[src/rtl/ssdisp_scan_if.sv]
// Bus between the datapath/display side and the seven-segment scanner.
// The master loads values; the slave (ssdisp_scan) drives the decoder and digit selects.
interface ssdisp_scan_if #(
    parameter int DIGITS = 4
) ();
    logic                  load;
    logic [4*DIGITS-1:0]   value;
    logic                  pending;
    logic [3:0]            nibble;
    logic                  dig_en;
    logic [DIGITS-1:0]     an;
    logic                  frame_done;

    modport master (
        output load, value,
        input  pending, nibble, dig_en, an, frame_done
    );

    modport slave (
        input  load, value,
        output pending, nibble, dig_en, an, frame_done
    );
endinterface

[src/rtl/ssdisp_scan.sv]
// Time-multiplexed seven-segment scanner with a double-buffered display value.
// Define SSDISP_SCAN_LZB_EN to build leading-zero blanking on dig_en.
module ssdisp_scan #(
    parameter int DIGITS   = 4,
    parameter int PRESCALE = 1000
) (
    input  logic         clk,
    input  logic         rst,
    ssdisp_scan_if.slave bus
);
    localparam int PW = $clog2(PRESCALE);
    localparam int IW = (DIGITS > 1) ? $clog2(DIGITS) : 1;
    localparam int VW = 4 * DIGITS;

    logic [PW-1:0]     pc;
    logic [IW-1:0]     idx;
    logic [VW-1:0]     pbuf;
    logic [VW-1:0]     dbuf;
    logic              pend;
    logic [3:0]        nibble_q;
    logic              dig_en_q;
    logic [DIGITS-1:0] an_q;
    logic              frame_done_q;

    logic              tick;
    logic              boundary;
    logic [IW-1:0]     idx_nx;
    logic [VW-1:0]     dbuf_nx;
    logic [3:0]        nibble_nx;
    logic [DIGITS-1:0] an_nx;
    logic              dig_en_nx;

    assign bus.pending    = pend;
    assign bus.nibble     = nibble_q;
    assign bus.dig_en     = dig_en_q;
    assign bus.an         = an_q;
    assign bus.frame_done = frame_done_q;

    // Outputs are registered from next-state idx/dbuf so select and digit switch on the same edge.
    // NOTE: every variable gets a default at the top of always_comb, so no latch is inferred.
    always_comb begin
        tick     = (pc == PW'(PRESCALE - 1));
        boundary = tick && (idx == IW'(DIGITS - 1));

        idx_nx = idx;
        if (tick) begin
            idx_nx = boundary ? '0 : idx + IW'(1);
        end

        // A load landing on the boundary bypasses pbuf and goes straight to the display.
        dbuf_nx = dbuf;
        if (boundary) begin
            if (bus.load) begin
                dbuf_nx = bus.value;
            end else if (pend) begin
                dbuf_nx = pbuf;
            end
        end

        nibble_nx = 4'd0;
        an_nx     = '0;
        for (int i = 0; i < DIGITS; i++) begin
            if (idx_nx == IW'(i)) begin
                nibble_nx = dbuf_nx[4*i +: 4];
                an_nx[i]  = 1'b1;
            end
        end
    end

`ifdef SSDISP_SCAN_LZB_EN
    logic [DIGITS-1:0] upper_nz;
    logic              nz;

    // upper_nz[i] is set when any of digits i..DIGITS-1 is non-zero.
    always_comb begin
        upper_nz  = '0;
        nz        = 1'b0;
        dig_en_nx = 1'b1;
        for (int i = DIGITS - 1; i >= 0; i--) begin
            nz          = nz | (dbuf_nx[4*i +: 4] != 4'd0);
            upper_nz[i] = nz;
        end
        for (int i = 1; i < DIGITS; i++) begin
            if (idx_nx == IW'(i)) begin
                dig_en_nx = upper_nz[i];
            end
        end
    end
`else
    assign dig_en_nx = 1'b1;
`endif

    // NOTE: sequential state uses non-blocking assignments so all registers see pre-edge values.
    always_ff @(posedge clk) begin
        if (rst) begin
            // NOTE: the buffers are plain registers, so they are cleared by reset like any state.
            pc           <= '0;
            idx          <= '0;
            pbuf         <= '0;
            dbuf         <= '0;
            pend         <= 1'b0;
            nibble_q     <= 4'd0;
            dig_en_q     <= 1'b1;
            an_q         <= DIGITS'(1);
            frame_done_q <= 1'b0;
        end else begin
            pc           <= tick ? '0 : pc + PW'(1);
            idx          <= idx_nx;
            dbuf         <= dbuf_nx;
            if (bus.load) begin
                pbuf <= bus.value;
            end
            if (bus.load) begin
                pend <= !boundary;
            end else if (boundary) begin
                pend <= 1'b0;
            end
            nibble_q     <= nibble_nx;
            dig_en_q     <= dig_en_nx;
            an_q         <= an_nx;
            frame_done_q <= boundary;
        end
    end
endmodule
[src/flat_wrapper.sv]
// flat-port wrapper written by rule: the top's interface ports become plain ports
module ssdisp_scan_flat 
#(
    parameter int DIGITS   = 4,
    parameter int PRESCALE = 1000
)
  (clk, rst, bus_load, bus_value, bus_pending, bus_nibble, bus_dig_en, bus_an, bus_frame_done);
  ssdisp_scan_if #(.DIGITS(DIGITS)) bus_i ();
  input  logic clk;
  input  logic rst;
  input wire logic [$bits(bus_i.load)-1:0] bus_load;
  input wire logic [$bits(bus_i.value)-1:0] bus_value;
  output wire logic [$bits(bus_i.pending)-1:0] bus_pending;
  output wire logic [$bits(bus_i.nibble)-1:0] bus_nibble;
  output wire logic [$bits(bus_i.dig_en)-1:0] bus_dig_en;
  output wire logic [$bits(bus_i.an)-1:0] bus_an;
  output wire logic [$bits(bus_i.frame_done)-1:0] bus_frame_done;
  assign bus_i.load = bus_load;
  assign bus_i.value = bus_value;
  assign bus_pending = bus_i.pending;
  assign bus_nibble = bus_i.nibble;
  assign bus_dig_en = bus_i.dig_en;
  assign bus_an = bus_i.an;
  assign bus_frame_done = bus_i.frame_done;
  ssdisp_scan #(.DIGITS(DIGITS), .PRESCALE(PRESCALE)) u_core (.clk(clk), .rst(rst), .bus(bus_i));
endmodule
[config.mk]
export PLATFORM = sky130hd
export DESIGN_NAME = ssdisp_scan_flat
export DESIGN_NICKNAME = d
export VERILOG_FILES = /design/src/rtl/ssdisp_scan_if.sv /design/src/rtl/ssdisp_scan.sv /design/src/flat_wrapper.sv
export SDC_FILE = /design/constraint.sdc
export NUM_CORES = 1
export LEC_CHECK = 0
export ABC_CLOCK_PERIOD_IN_PS = 2300
export BUFFER_PORTS_ARGS = -buffer_cell sky130_fd_sc_hd__buf_2
export CAP_MARGIN = 20
export CELL_PAD_IN_SITES_DETAIL_PLACEMENT = 0
export CELL_PAD_IN_SITES_GLOBAL_PLACEMENT = 1
export CORE_MARGIN = 5
export CORE_UTILIZATION = 44
export DETAILED_ROUTE_END_ITERATION = 12
export PLACE_DENSITY = 0.8
export SKIP_LAST_GASP = 1
export SYNTH_ARGS = -nofsm -noshare
export SYNTH_HDL_FRONTEND = slang
export SYNTH_SLANG_ARGS = --single-unit
[constraint.sdc]
create_clock -name clk -period 2.3 [get_ports clk]
set_clock_uncertainty 0.2 [all_clocks]
set_input_delay 0.115 -clock clk [delete_from_list [all_inputs] [get_ports clk]]
set_output_delay 0.115 -clock clk [all_outputs]
set_load 0.005 [all_outputs]
==> impl_metrics.tcl, run 1 <==
set metrics [dict create \
    reg2regPathDepth 6 \
    syn_avg_cell_area_um2 9.82 \
    dr.pass1.iters 4 \
    synth_cells 237 \
    num_antenna_cells 0 \
    antenna_found_initial 0 \
    clock_power_share_pct 30.6 \
    cts_tree "yes" \
    critPathKind "reg -> reg" \
    sw_frac_of_total_pct 22.8 \
    peakVddDrop_v 0.000270 \
    seq_area_frac_synth_pct 46.5 \
    syn_nets 258 \
    tightestPinTransition_ns 0.768 \
    grt.total_usage_pct 14.7 \
    ys_ff_latch 54 \
    switchingPower_mw 0.367 \
    hold_end "u_core.pbuf[0]$_SDFFE_PP0P_" \
    pre_cts_ws_ns 0.124 \
    yosysMostFrequentCell "dfxtp_1" \
    total_power_mw 1.61 \
    r2r_start "u_core.pc[0]$_SDFF_PP0_" \
    async_flop_share_pct 0 \
    grt_start_max_net_pins 40 \
    cp_data_required_time_ns 2.30 \
    worst_hold_startpoint "bus_load" \
    fmax_mhz 465 \
    io_pins 30 \
    numClockSinks 54 \
    grt_pass1_wl_um 7620 \
    overflow 0 \
    start_util_pct 45.6 \
    drt-total-wl_um 4690 \
    crit_family "multiplexers" \
    clock_path_buffers 2 \
    slowest_stage "mux2_2" \
    cts_buffers 5 \
    slew_headroom_pct 48.8 \
    final_area_um2 2820 \
    ant_nets 0 \
    clk_pin_slew_ns 0.09 \
    seqPwrFrac_pct 60.4 \
    cpPeakStageDelay_ns 0.38 \
    synth_compound_area_share_pct 14.4 \
    wl_per_cell_um 13.1 \
    place_area_um2 2550 \
    syn_area_um2 2330 \
    coreArea_um2 5110 \
    whs_path_depth 3 \
    ys.flop_type "dfxtp_1" \
    r2r-end "u_core.bus.nibble[3]$_SDFF_PP0_" \
    ff2ff_setup_slack_ns 0.15 \
    internal_power_mw 1.24 \
    hold_violations 0 \
    dp_hpwl_um 3270 \
    synth_fa_ha_area_share_pct 1.08 \
    synthXorXnorAreaFrac_pct 3.01 \
    vias 1796 \
    fin_crit_ns 2.15 \
    die_area_um2 6840 \
    route.detailed.drc 0 \
    status "complete, no violations" \
    synth-edff-count 0 \
    critPathBufInv 0 \
    htree_levels 2 \
    dieHeight_um 82.7 \
    drv_cap 0 \
    synth_top_family_by_area "simple AND/OR/NAND/NOR gates" \
    worstSetupStartpointType "register" \
    maxSlewViolCount 0 \
    synth.area.top_cells "dfxtp_1, mux2i_1, nor2_1, a22o_1, a221oi_2" \
    path_cells "ha_1 > and2_2 > nand3_4 > mux2i_4 > mux2_2 > a221oi_1" \
    combPwrFrac_pct 9.1 \
    p_per_area_nw_per_um2 569 \
    synthMuxAreaShare_pct 11.1 \
    grt_pass1_vias 1603 \
    final_nets 308 \
    final.period_utilization_pct 93.4 \
    root_buffer "clkbuf_8" \
    numPortBuffers 28 \
    critPathArrivalTime_ns 2.15 \
    worst_slack_ns 0.151 \
    end_kind "register" \
    synthSimpleGateAreaFrac_pct 18.8 \
    min_path_type "in -> reg" \
    yosys.area.top_type "dfxtp_1" \
    ys_types 43 \
    power_leakage_nw 1.20 \
    clock_latency_ns 0.30 \
    path_max_fanout 5 \
    rsz0062_at_grt "no" \
    setup-tns-final_ns 0 \
    drtIter0Drc 72 \
    die_w_um 82.7 \
    place.gp.congestion 0.785 \
    yosys-top-cells-count "dfxtp_1, nor2_1, mux2i_1" \
    yosysTopAreaCellShare_pct 46.5 \
    post_drt_via_cell_ratio 5.03 \
    drive_above_1_share_pct 22.6 \
    rows 26 \
    synthToLayoutAreaGrowth_pct 21.2 \
    yosys_warnings 0 \
    holdWs_ns 0.0210 \
    finalSetupViolCount 0 \
]
## layout make-up
cell class / count / area (um2)
inverters: 12 / 45.0
clock buffers: 7 / 76.3
multi-input cells: 158 / 1130
fillers: 476 / 2290
flip-flops and latches: 54 / 1080
repair buffers: 56 / 394
well taps: 70 / 87.6
## layer usage
metal  wire, um  GRT usage (%)  share of wire, %
met2       2060           22.3                44
met1       2260           20.7                48
met5          0              0                 0
met4         78           4.41               1.7
met3        294           3.58               6.3
## worst register-to-register path: cells and delay by family, from the launching register on
family | cells | cell delay [ns]
simple gates | 2 | 0.35
mux | 2 | 0.67
fa+ha+maj | 1 | 0.25
flops | 1 | 0.34
compound gates | 1 | 0.26
## what timing repair did
action / 4_1_cts / 5_1_grt
endpoints found under the setup margin: 0 / 3
buffers inserted: 0 / 3
hold buffers: 16 / 0
hold endpoints to repair: 21 / 0
resized for setup: 0 / 4
## kinds of logic (layout without fill, tap and decap cells)
| family | Yosys count | after routing |
|---|---|---|
| simple gates | 84 | 84 |
| flops | 54 | 54 |
| compound gates | 39 | 39 |
| buf+inv | 25 | 75 |
| mux | 24 | 24 |
| xor+xnor | 8 | 8 |
| fa+ha+maj | 2 | 2 |
| other cells | 1 | 1 |
## through the flow
step,utilization [%],instances
6_report,55.2,357
5_1_grt,55.2,357
4_1_cts,54.6,354
3_5_place_dp,50.0,331
3_3_place_gp,50.0,331
2_1_floorplan,-,237
## sequential cells by signal (all words and copies together) (netlist names)
| signal | cells |
|---|---|
| u_core.dbuf | 16 |
| u_core.pc | 10 |
| u_core.idx | 2 |
| u_core.bus.pending | 1 |
| u_core.bus.nibble | 4 |
| u_core.bus.an | 4 |
| u_core.pbuf | 16 |
| u_core.bus.frame_done | 1 |
## power by group through the flow
| stage | registers [mW] | logic, mW | clock network (mW) |
|---|---|---|---|
| after global placement | 0.990 | 0.125 | 0 |
| after CTS | 0.969 | 0.146 | 0.510 |
| after detailed placement | 0.991 | 0.125 | 0 |
| final | 0.969 | 0.146 | 0.491 |
| after global routing | 0.973 | 0.163 | 0.543 |
| after floorplan | 0.990 | 0.0842 | 0 |
## worst max path at each step
stage          cells past startpoint  slack (ns)                startpoint                         endpoint
2_1_floorplan                      6        0.24   u_core.pc[0]$_SDFF_PP0_  u_core.bus.nibble[3]$_SDFF_PP0_
3_3_place_gp                       7        0.18  u_core.idx[1]$_SDFF_PP0_  u_core.bus.nibble[3]$_SDFF_PP0_
3_5_place_dp                       7        0.12  u_core.idx[1]$_SDFF_PP0_  u_core.bus.nibble[3]$_SDFF_PP0_
4_1_cts                            7        0.09  u_core.idx[1]$_SDFF_PP0_  u_core.bus.nibble[3]$_SDFF_PP0_
5_1_grt                            6        0.03   u_core.pc[0]$_SDFF_PP0_  u_core.bus.nibble[1]$_SDFF_PP0_
6_report                           6        0.15   u_core.pc[0]$_SDFF_PP0_  u_core.bus.nibble[3]$_SDFF_PP0_
## cells in the final DEF (no fill, tap or decap), types with 3 or more instances in the layout
master,synthesis,layout
dfxtp_1,54,52
nor2_1,51,51
buf_2,3,28
mux2i_1,21,21
dlygate4sd3_1,0,16
inv_1,12,12
buf_4,1,11
a22o_1,10,10
nor2b_1,7,7
nand3_1,6,6
xor2_1,5,5
a31oi_1,5,5
clkbuf_8,0,5
o22a_1,4,4
o2bb2ai_1,4,4
a221oi_2,4,4
a221oi_1,4,4
nand2_1,3,3
xnor2_1,3,3
Power figures use the tool's default switching activity.
==> run 2: changes to the inputs <==
- CORE_UTILIZATION: 44 -> 40
- CTS_BUF_LIST: not set -> sky130_fd_sc_hd__clkbuf_2 sky130_fd_sc_hd__clkbuf_4 sky130_fd_sc_hd__clkbuf_8
- PLACE_DENSITY: 0.8 -> 0.74
==> run 2 against run 1 <==
- first-iteration DRC count increased by 64%
- worst hold slack gained 0.017 ns
- clock power up 25%
- routed wire length increased by 4.6%
- critical endpoint unchanged
- register-to-register slack worse by 0.03 ns
- cell area up 1.7%
- critical path depth increased by 1
- combinational power about the same
- sequential cell count stayed put
- non-clock buffer count unchanged
- setup slack worse by 0.028 ns
- highest routed layer unchanged
- global-route usage shrank 0.38 points
==> impl_metrics.tcl, run 2 (synthesis results as in run 1) <==
set metrics [dict create \
    status "complete, no violations" \
    grt.total_usage_pct 14.4 \
    drtIter0Drc 118 \
    htree_levels 2 \
    peakVddDrop_v 0.000329 \
    fin_crit_ns 2.18 \
    post_drt_via_cell_ratio 4.94 \
    worst_hold_startpoint "bus_load" \
    cpPeakStageDelay_ns 0.38 \
    grt_pass1_vias 1715 \
    hold_violations 0 \
    dieHeight_um 86.3 \
    worstSetupStartpointType "register" \
    whs_path_depth 3 \
    start_util_pct 41.8 \
    fin_cells 360 \
    critPathKind "reg -> reg" \
    layout_common_cells "dfxtp_1, nor2_1, buf_2" \
    route.detailed.drc 0 \
    finalSetupViolCount 0 \
    wl_per_cell_um 13.6 \
    end_kind "register" \
    root_buffer "clkbuf_8" \
    hold_end "u_core.pbuf[1]$_SDFFE_PP0P_" \
    grt_pass1_wl_um 8470 \
    numClockSinks 54 \
    place.gp.congestion 0.748 \
    cts_buffers 5 \
    total_power_mw 1.73 \
    drt-total-wl_um 4900 \
    ant_nets 0 \
    slew_headroom_pct 47.6 \
    die_w_um 86.3 \
    clock_path_buffers 2 \
    vias 1780 \
    drv_cap 0 \
    final.period_utilization_pct 94.6 \
    die_area_um2 7440 \
    maxSlewViolCount 0 \
    path_cells "ha_2 > nand4_1 > nor3_4 > buf_4 > a22oi_1 > mux2_2 > a221oi_2" \
    dp_hpwl_um 3420 \
    clk_pin_slew_ns 0.09 \
    clock_latency_ns 0.31 \
    min_path_type "in -> reg" \
    cts_tree "yes" \
    dr.pass1.iters 4 \
    final_nets 308 \
    rows 27 \
    coreArea_um2 5570 \
    num_antenna_cells 0 \
    final_common_cell "dfxtp_1" \
    reg2regPathDepth 7 \
    cp_data_required_time_ns 2.33 \
    overflow 0 \
    grt_start_max_net_pins 40 \
    crit_family "simple AND/OR/NAND/NOR gates" \
    place_inst 334 \
    io_pins 30 \
    reg_top3 "u_core.dbuf x16, u_core.pbuf x16, u_core.pc x10" \
    r2r-end "u_core.bus.nibble[3]$_SDFF_PP0_" \
    critPathArrivalTime_ns 2.21 \
    slowest_stage "dfxtp_2" \
    critPathBufInv 1 \
    fmax_mhz 459 \
    antenna_found_initial 0 \
    setup-tns-final_ns 0 \
    power_leakage_nw 1.21 \
    r2r_start "u_core.idx[1]$_SDFF_PP0_" \
    drive_above_1_share_pct 24.7 \
    numPortBuffers 28 \
    ff2ff_setup_slack_ns 0.12 \
    tightestPinTransition_ns 0.786 \
    path_max_fanout 5 \
    fill_cells 522 \
    synthToLayoutAreaGrowth_pct 23.2 \
    p_per_area_nw_per_um2 603 \
]
==> run 2: cell type report <==
type                            instances  area, um2  area share [%]
Clock buffer                            8        110            3.84
Inverter                               12       45.0            1.57
Multi-Input combinational cell        158       1140            39.9
Sequential cell                        54       1080            37.8
Tap cell                               72       90.1            3.14
Timing Repair Buffer                   56        394            13.7
==> run 2: timing repair <==
| action | CTS | global route |
|---|---|---|
| buffers inserted | 0 | 2 |
| endpoints found under the setup margin | 0 | 6 |
| gates resized for setup | 0 | 8 |
| hold endpoints to repair | 22 | 0 |
| hold buffers | 16 | 0 |
==> run 2: how the worst max path moves through the flow <==
stage,cells past startpoint,slack (ns),endpoint,start
floorplan,6,0.24,u_core.bus.nibble[3]$_SDFF_PP0_,u_core.pc[0]$_SDFF_PP0_
global placement,7,0.13,u_core.bus.nibble[3]$_SDFF_PP0_,u_core.idx[1]$_SDFF_PP0_
detailed placement,6,0.08,u_core.bus.nibble[0]$_SDFF_PP0_,u_core.pc[0]$_SDFF_PP0_
CTS,6,0.07,u_core.bus.nibble[0]$_SDFF_PP0_,u_core.pc[0]$_SDFF_PP0_
global route,7,-0.007,u_core.bus.nibble[3]$_SDFF_PP0_,u_core.idx[0]$_SDFF_PP0_
finish,7,0.12,u_core.bus.nibble[3]$_SDFF_PP0_,u_core.idx[1]$_SDFF_PP0_
==> run 2: report_power, final <==
part,switching [mW],internal [mW],total [mW]
sequential,0.0125,0.956,0.969
combinational,0.0747,0.0733,0.148
clock,0.308,0.305,0.612
==> run 2: metrics by stage <==
| step | setup slack, ns | cell area [um2] | hold WS, ns | util (%) |
|---|---|---|---|---|
| final | 0.123 | 2870 | 0.0383 | 51.4 |
| after global routing | -0.00699 | 2870 | 0.0545 | 51.4 |
| after CTS | 0.0679 | 2830 | 0.0367 | 50.8 |
| after detailed placement | 0.0796 | 2560 | 0.180 | 45.9 |
| after global placement | 0.135 | 2560 | 0.172 | 45.9 |
| after floorplan | 0.243 | 2330 | 0.0622 | - |
==> run 2: routing by layer <==
layer | up-vias | part of all wire (%) | GRT usage (%)
met5 | - | 0 | 0
li1 | 926 | - | -
met3 | 5 | 4.4 | 3.80
met4 | 0 | 1.7 | 5.10
met1 | 820 | 52 | 20.6
met2 | 29 | 42 | 20.7
==> run 2: worst reg2reg max path, cell delays in order, from the launching register on <==
cell	delay [ns]
dfxtp_2	0.38
ha_2	0.21
nand4_1	0.21
nor3_4	0.35
buf_4	0.18
a22oi_1	0.08
mux2_2	0.30
a221oi_2	0.20
==> run 3: changes to the inputs <==
- CORE_ASPECT_RATIO: not set -> 1.1
- CTS_BUF_LIST: sky130_fd_sc_hd__clkbuf_2 sky130_fd_sc_hd__clkbuf_4 sky130_fd_sc_hd__clkbuf_8 -> sky130_fd_sc_hd__clkbuf_16
==> run 3 against run 2 <==
- setup slack improved by 0.028 ns
- via count decreased by 1.4%
- cell area increased by 0.52%
- first-iteration DRC count decreased by 39%
- non-clock buffer count decreased by 3
- critical endpoint unchanged
==> impl_metrics.tcl, run 3 (synthesis results as in run 1) <==
set metrics [dict create \
    status "complete, no violations" \
    htree_levels 2 \
    grt_pass1_vias 1642 \
    final.period_utilization_pct 93.4 \
    wl_per_cell_um 13.3 \
    seqPwrFrac_pct 52.8 \
    worst_slack_ns 0.151 \
    place_inst 338 \
    place.gp.congestion 0.788 \
    die_area_um2 7450 \
    fill_cells 557 \
    final_area_um2 2880 \
    dieHeight_um 90 \
    end_kind "register" \
    fin_cells 362 \
    layout_common_cells "dfxtp_1, nor2_1, buf_2" \
    peakVddDrop_v 0.000333 \
    vias 1755 \
    clock_latency_ns 0.29 \
    hold_violations 0 \
    cp_data_required_time_ns 2.30 \
    internal_power_mw 1.43 \
    place_area_um2 2570 \
    grt.total_usage_pct 13.8 \
    switchingPower_mw 0.413 \
    start_util_pct 40.9 \
    tightestPinTransition_ns 0.774 \
    grt_start_max_net_pins 40 \
    antenna_found_initial 0 \
    path_cells "ha_2 > nand4_1 > nor3_4 > buf_12 > a22oi_1 > mux2_2 > a221oi_1" \
    post_drt_via_cell_ratio 4.85 \
    die_w_um 82.7 \
    slowest_stage "dfxtp_2" \
    synthToLayoutAreaGrowth_pct 23.9 \
    drive_above_1_share_pct 22.8 \
    pre_cts_ws_ns 0.123 \
    combPwrFrac_pct 7.8 \
    route.detailed.drc 0 \
    rsz0062_at_grt "no" \
    drtIter0Drc 72 \
    maxSlewViolCount 0 \
    setup-tns-final_ns 0 \
    dp_hpwl_um 3350 \
    cts_tree "yes" \
    numPortBuffers 28 \
    final_common_cell "dfxtp_1" \
    finalSetupViolCount 0 \
    total_power_mw 1.84 \
    drv_cap 0 \
    fin_crit_ns 2.15 \
    clock_path_buffers 2 \
    drt-total-wl_um 4810 \
    cts_buffers 5 \
    clk_pin_slew_ns 0.07 \
    holdWs_ns 0.141 \
    rows 29 \
    io_pins 30 \
    root_buffer "clkbuf_16" \
    dr.pass1.iters 4 \
    grt_pass1_wl_um 8010 \
    power_leakage_nw 1.21 \
    sw_frac_of_total_pct 22.5 \
    critPathKind "reg -> reg" \
    cpPeakStageDelay_ns 0.37 \
    p_per_area_nw_per_um2 638 \
    critPathArrivalTime_ns 2.14 \
    final_util_pct 50.6 \
    min_path_type "in -> reg" \
    worstSetupStartpointType "register" \
    slew_headroom_pct 48.4 \
    clock_power_share_pct 39.5 \
    coreArea_um2 5700 \
    fmax_mhz 465 \
    reg_top3 "u_core.dbuf x16, u_core.pbuf x16, u_core.pc x10" \
    num_antenna_cells 0 \
    final_nets 305 \
    numClockSinks 54 \
    ant_nets 0 \
    overflow 0 \
    path_max_fanout 19 \
    crit_family "simple AND/OR/NAND/NOR gates" \
    critPathBufInv 1 \
]
-- run 3: cell type report --
class                      count  area, um2  share of cell area (%)
clock buffer                   5        125                    4.34
clock inverter                 3       16.3                   0.564
inverter                      12       45.0                    1.56
multi-input combinational    158       1140                    39.4
sequential                    54       1080                    37.6
tap                           77       96.3                    3.34
timing repair buffer          53        380                    13.2
-- run 3: worst min-delay path, cell delays in order --
cell and delay, ns:
buf_2 0.12, buf_4 0.20, mux2i_1 0.09, nor2_1 0.07
-- run 3: repair_timing --
action,in CTS,in global routing
gates resized for setup,0,4
endpoints found under the setup margin,0,1
hold endpoints to repair,17,0
hold buffers,16,0
setup buffers,0,0
-- run 3: path summary, 6_finish.rpt --
check	start	end	slack, ns	depth (start not counted)
setup / recovery	u_core.idx[1]$_SDFF_PP0_	u_core.bus.nibble[3]$_SDFF_PP0_	0.15	7
hold / removal	bus_load	u_core.pbuf[5]$_SDFFE_PP0P_	0.14	4
setup reg to reg	u_core.idx[1]$_SDFF_PP0_	u_core.bus.nibble[3]$_SDFF_PP0_	0.15	7
hold reg to reg	u_core.dbuf[14]$_SDFF_PP0_	u_core.dbuf[14]$_SDFF_PP0_	0.26	2
-- run 3: per-layer routing --
metal	vias up	part of all wire, %	track usage, %
met2	28	46	20.6
li1	917	-	-
met3	5	4.7	3.50
met1	805	48	19.4
met5	-	0	0
met4	0	1.3	4.50
-- run 3: power by group through the flow --
stage                     sequential [mW]  clock (mW)  combinational [mW]
final                               0.970       0.726               0.143
after global routing                0.973       0.787               0.162
after CTS                           0.970       0.748               0.145
after detailed placement            0.992           0               0.123
after global placement              0.991           0               0.123
after floorplan                     0.990           0              0.0842
